[src/rtl/flop_pkg.sv]
// flop_pkg: shared constants and helpers for the flop_pipe retiming register.
package flop_pkg;

  localparam int unsigned FLOP_WIDTH_DEF = 4;
  localparam int unsigned FLOP_DEPTH_DEF = 2;

  // Bits needed to hold an occupancy count of 0..depth.
  function automatic int unsigned cnt_w(input int unsigned depth);
    return $clog2(depth + 1);
  endfunction

endpackage

[src/rtl/flop_pipe_stage.sv]
// flop_pipe_stage: one valid/data slot of the pipeline with a valid/ready
// handshake on each side. Optional synchronous flush under FLOP_PIPE_FLUSH_EN.
module flop_pipe_stage
  import flop_pkg::*;
#(
  parameter int unsigned      WIDTH     = FLOP_WIDTH_DEF,
  parameter logic [WIDTH-1:0] RESET_VAL = '0
) (
  input  logic             clk,
  input  logic             rst_n,
`ifdef FLOP_PIPE_FLUSH_EN
  input  logic             flush,
`endif
  input  logic             in_valid,
  output logic             in_ready,
  input  logic [WIDTH-1:0] in_data,
  output logic             out_valid,
  input  logic             out_ready,
  output logic [WIDTH-1:0] out_data
);

  logic             v;
  logic [WIDTH-1:0] d;

  // A slot can take a new item when it is empty or its item leaves this cycle.
  assign in_ready  = !v || out_ready;
  assign out_valid = v;
  assign out_data  = d;

  // Valid bit follows the upstream offer on each move; data loads only on an accepted item.
  always_ff @(posedge clk or negedge rst_n) begin
    if (!rst_n) begin
      v <= 1'b0;
      d <= RESET_VAL;
    end else begin
`ifdef FLOP_PIPE_FLUSH_EN
      if (flush) v <= 1'b0;
      else
`endif
      if (in_ready) begin
        v <= in_valid;
        if (in_valid) d <= in_data;
      end
    end
  end

endmodule

[src/rtl/flop_pipe.sv]
// flop_pipe: DEPTH-stage valid/ready pipeline register with bubble collapsing,
// asynchronous active-low reset and an occupancy count.
// Optional feature macro: FLOP_PIPE_FLUSH_EN adds a synchronous flush port.
module flop_pipe
  import flop_pkg::*;
#(
  parameter int unsigned      WIDTH     = FLOP_WIDTH_DEF,
  parameter int unsigned      DEPTH     = FLOP_DEPTH_DEF,
  parameter logic [WIDTH-1:0] RESET_VAL = '0
) (
  input  logic                       clk,
  input  logic                       rst_n,
  input  logic                       in_valid,
  output logic                       in_ready,
  input  logic [WIDTH-1:0]           in_data,
  output logic                       out_valid,
  input  logic                       out_ready,
  output logic [WIDTH-1:0]           out_data,
`ifdef FLOP_PIPE_FLUSH_EN
  input  logic                       flush,
`endif
  output logic [cnt_w(DEPTH)-1:0]    count
);

  localparam int unsigned CW = cnt_w(DEPTH);

  logic [DEPTH-1:0] v;
  logic [WIDTH-1:0] d [DEPTH];

  // Ready ripples back from out_ready through per-stage signals so that each
  // link of the combinational chain is a distinct net.
  for (genvar i = 0; i < DEPTH; i++) begin : g_stage
    logic             s_in_valid;
    logic             s_ready;
    logic             s_out_ready;
    logic [WIDTH-1:0] s_in_data;

    if (i == 0) begin : g_first
      assign s_in_valid = in_valid;
      assign s_in_data  = in_data;
    end else begin : g_next
      assign s_in_valid = v[i-1];
      assign s_in_data  = d[i-1];
    end

    if (i == DEPTH - 1) begin : g_last
      assign s_out_ready = out_ready;
    end else begin : g_mid
      assign s_out_ready = g_stage[i+1].s_ready;
    end

    flop_pipe_stage #(
      .WIDTH     (WIDTH),
      .RESET_VAL (RESET_VAL)
    ) u_stage (
      .clk       (clk),
      .rst_n     (rst_n),
`ifdef FLOP_PIPE_FLUSH_EN
      .flush     (flush),
`endif
      .in_valid  (s_in_valid),
      .in_ready  (s_ready),
      .in_data   (s_in_data),
      .out_valid (v[i]),
      .out_ready (s_out_ready),
      .out_data  (d[i])
    );
  end

`ifdef FLOP_PIPE_FLUSH_EN
  assign in_ready  = g_stage[0].s_ready && !flush;
  assign out_valid = v[DEPTH-1] && !flush;
`else
  assign in_ready  = g_stage[0].s_ready;
  assign out_valid = v[DEPTH-1];
`endif
  assign out_data = d[DEPTH-1];

  // Occupancy is the population count of the stage valid bits.
  always_comb begin
    count = '0;
    for (int unsigned i = 0; i < DEPTH; i++) begin
      count = count + CW'(v[i]);
    end
  end

endmodule

[config.mk]
export PLATFORM = sky130hd
export DESIGN_NAME = flop_pipe
export DESIGN_NICKNAME = d
export VERILOG_FILES = /design/src/rtl/flop_pkg.sv /design/src/rtl/flop_pipe_stage.sv /design/src/rtl/flop_pipe.sv
export SDC_FILE = /design/constraint.sdc
export NUM_CORES = 1
export LEC_CHECK = 0
export BUFFER_PORTS_ARGS = -buffer_cell sky130_fd_sc_hd__buf_2
export CAP_MARGIN = 20
export CORE_AREA = 10 10 47 49
export DETAILED_ROUTE_END_ITERATION = 8
export DIE_AREA = 0 0 57 59
export PLACE_DENSITY_LB_ADDON = 0.15
export SLEW_MARGIN = 20
export SYNTH_ARGS = -nofsm -noshare
export SYNTH_HDL_FRONTEND = slang
export SYNTH_SLANG_ARGS = --single-unit
[constraint.sdc]
create_clock -name clk -period 1.1 [get_ports clk]
set_clock_uncertainty 0.1 [all_clocks]
set_input_delay 0 -clock clk [delete_from_list [all_inputs] [get_ports clk]]
set_output_delay 0 -clock clk [all_outputs]
set_load 0.01 [all_outputs]
==> impl_table.tex <==
\begin{tabular}{lr}
\hline
Metric & Value \\
\hline
\multicolumn{2}{l}{\textbf{Synthesis}} \\
Proportion of synthesized chip area in sequential cells & 56.8\% \\
Number of warning messages in the yosys log & 0 \\
Synth Area per Inst & 17.6 um\^{}2 \\
Synthesized netlist net count & 34 \\
Cell area after technology mapping & 440 um\^{}2 \\
Netlist cell types & 8 \\
Number of instances in the synthesized netlist & 25 \\
Synthesized flop and latch total & 10 \\
\multicolumn{2}{l}{\textbf{Power and ir drop}} \\
Flop pwr share & 42.1\% \\
Switching power as a share of total power & 25.3\% \\
Share of total power in the clock network & 29.3\% \\
Internal power consumption & 0.000838 W \\
NetSw & 0.000283 W \\
Leak Pwr & 0.366 nW \\
Power per cell area & 1560 mW/mm\^{}2 \\
Peak supply drop & 740 uV \\
Combinational fraction of design power & 28.6\% \\
\multicolumn{2}{l}{\textbf{Detailed routing}} \\
Remaining number of nets flagged by the antenna check after routing & 0 \\
Post-detailed-route DRC marker count & 0 \\
Routed WL per cell & 13.0 um \\
Initial DRT Pass Iterations & 2 \\
Via total after detailed routing & 298 \\
DRT iter0 DRCs & 2 \\
Detail-routed via count per cell & 4.20 \\
Wirelength, routed & 924 um \\
\multicolumn{2}{l}{\textbf{Timing}} \\
Setup slack after layout & -0.139 ns \\
Crit path time final & 1.24 ns \\
Final number of hold-violating endpoints & 0 \\
Post-route worst hold slack & 0.0181 ns \\
Post-route clock period utilization & 113\% \\
Setup repair after global routing missed its margin & true \\
Summed negative setup slack over all endpoints & -1.31 ns \\
Max\_slew headroom & 84.7\% \\
Max Clock Freq & 807 MHz \\
Number of max-slew violations in the final report & 0 \\
Final-report setup violation count & 11 \\
Slew at the pin closest to its max-slew limit & 0.230 ns \\
\multicolumn{2}{l}{\textbf{Setup path}} \\
Launch point of the critical path & g\_stage[1].u\_stage.out\_valid \\
R2r endpoint & g\_stage[0].u\_stage.out\_data[3] \\
Nature of the critical path startpoint & flop \\
Top fanout value on the critical path & 4 \\
Critical Setup Path Class & reg2reg \\
Reg2reg start & g\_stage[1].u\_stage.out\_valid \\
R2r worst-path depth & 4 \\
Setup slack on the worst flop-to-flop path & -0.14 ns \\
CP Data Required Time & 1.15 ns \\
CP Capture Type & flop \\
Arrival time reported for the critical path endpoint & 1.29 ns \\
\multicolumn{2}{l}{\textbf{Placement}} \\
Post-placement setup slack & -0.0652 ns \\
Placed inst area & 559 um\^{}2 \\
Placed wire-length estimate after detailed placement & 709 um \\
Routability cong. & 0.674 \\
Placed cells & 59 \\
Count of port buffers added during placement & 15 \\
\multicolumn{2}{l}{\textbf{Final layout}} \\
Diodes inserted & 0 \\
Fraction of final layout cells with drive strength greater than 1 & 69.1\% \\
Layout net count & 65 \\
Final cell count without fillers & 71 \\
Number of fill cells in the layout & 129 \\
Non-Filler Cell Area, Final & 718 um\^{}2 \\
Synthesis-to-finish area growth & 63.1\% \\
\multicolumn{2}{l}{\textbf{Worst hold path}} \\
Class of the tightest hold or removal check & in2async \\
\multicolumn{2}{l}{\textbf{Global routing}} \\
Number of antenna violations at the first check in global routing & 0 \\
Vias in the first global route & 376 \\
Congestion Overflow GR & 0 \\
Maximum number of pins on one net before global-route repair & 11 \\
Total global-route track usage & 6.50\% \\
Wire length of the first global-routing pass & 1700 um \\
\multicolumn{2}{l}{\textbf{Floorplanning}} \\
Die H & 59 um \\
Width of the die & 57 um \\
Boundary pin count & 16 \\
Area of the core & 0.00140 mm\^{}2 \\
Total die area & 0.00336 mm\^{}2 \\
Number of placement rows & 14 \\
Initial Utilization & 31.4\% \\
\multicolumn{2}{l}{\textbf{Clocking}} \\
Clock root buffer & sky130\_fd\_sc\_hd\_\_clkbuf\_4 \\
Total CTS buffers & 3 \\
Latest clock arrival within the worst-skew pair & 0.26 ns \\
Deepest level of the CTS H-tree & 1 \\
Maximum clock path buffer count & 2 \\
Number of sinks on the clock net & 10 \\
Clock input transition at the sequential cells of the worst setup and hold paths & 0.07 ns \\
TritonCTS clock tree & built \\
\multicolumn{2}{l}{\textbf{Run status}} \\
Failing checks & setup timing \\
Outcome & complete, but fails checks \\
\multicolumn{2}{l}{\textbf{Job}} \\
Max\_cap viols & 0 \\
\hline
\end{tabular}
[state kept, by name (all words and copies together), names as in the netlist]
signal	flops
g_stage.u_stage.out_valid	2
g_stage.u_stage.out_data	8
[power by group through the flow]
| stage | Sequential (W) | Clock (W) | Combinational [W] |
|---|---|---|---|
| 2_1_floorplan | 0.000498 | 0 | 0.000139 |
| 4_1_cts | 0.000472 | 0.000343 | 0.000327 |
| 3_3_place_gp | 0.000481 | 0 | 0.000258 |
| 6_report | 0.000472 | 0.000329 | 0.000321 |
| 5_1_grt | 0.000483 | 0.000360 | 0.000349 |
| 3_5_place_dp | 0.000482 | 0 | 0.000261 |
[per-layer routing]
layer	vias to the layer above	routed length, um	track usage (%)
met5	-	0	0
met3	0	116	6.44
met2	11	410	9.77
met4	0	0	1.01
met1	138	397	6.45
li1	149	-	-
[synthesized netlist by cell type]
cell type / n / share of area (%)
sky130_fd_sc_hd__nand2_2: 1 / 1.4
sky130_fd_sc_hd__or2b_1: 1 / 1.7
sky130_fd_sc_hd__mux2_4: 8 / 27
sky130_fd_sc_hd__nand3b_4: 1 / 4.5
sky130_fd_sc_hd__nand2_4: 1 / 2.6
sky130_fd_sc_hd__nand2b_1: 2 / 2.8
sky130_fd_sc_hd__ha_1: 1 / 2.8
sky130_fd_sc_hd__dfrtp_1: 10 / 57
[cell usage in the layout, fill, tap and decap left out, drive strengths merged]
cell / instances
clkbuf: 4
buf: 20
dlygate4sd3: 6
nand2b: 2
dfrtp: 10
nand3b: 1
mux2: 8
nand2: 2
ha: 1
or2b: 1
[worst max path at each step]
stage / to / slack, ns / cells past startpoint
after floorplan: g_stage[1].u_stage.out_data[0] / -0.06 / 3
after global placement: g_stage[1].u_stage.out_data[1] / -0.05 / 3
after detailed placement: g_stage[1].u_stage.out_data[2] / -0.07 / 3
after CTS: g_stage[0].u_stage.out_data[3] / -0.14 / 4
after global routing: g_stage[0].u_stage.out_data[1] / -0.19 / 4
final: g_stage[0].u_stage.out_data[3] / -0.14 / 4
[worst max-delay path, stage by stage (launching register included)]
cell and delay (ns):
sky130_fd_sc_hd__dfrtp_2 0.41, sky130_fd_sc_hd__buf_4 0.15, sky130_fd_sc_hd__nand3b_4 0.08, sky130_fd_sc_hd__nand2_4 0.08, sky130_fd_sc_hd__mux2_4 0.30
[cell families after synthesis]
group	after synthesis	synth area share, %
flops	10	56.8
mux	8	27.3
simple gates	6	13.1
fa+ha+maj	1	2.84
[timing repair]
item | 4_1_cts | 5_1_grt
hold buffers | 6 | 0
pin swaps | 1 | 0
endpoints found under the setup margin | 11 | 11
hold endpoints to repair | 15 | 0
buffers inserted | 2 | 0
cloned | 0 | 0
gates resized for setup | 7 | 0
[cell type report]
type | instances | area, um^2 | share of cell area (%)
multi-input cells | 15 | 215 | 30.0
well taps | 16 | 20.0 | 2.79
clock buffers | 4 | 36.3 | 5.05
repair buffers | 26 | 195 | 27.2
flip-flops and latches | 10 | 251 | 35.0
[stage by stage]
step	total power, W	util (%)
6_report	0.00112	51.2
5_1_grt	0.00119	51.2
4_1_cts	0.00114	51.2
3_5_place_dp	0.000743	39.9
3_3_place_gp	0.000739	39.9
2_1_floorplan	0.000637	-
(Power assumes the default switching activity.)
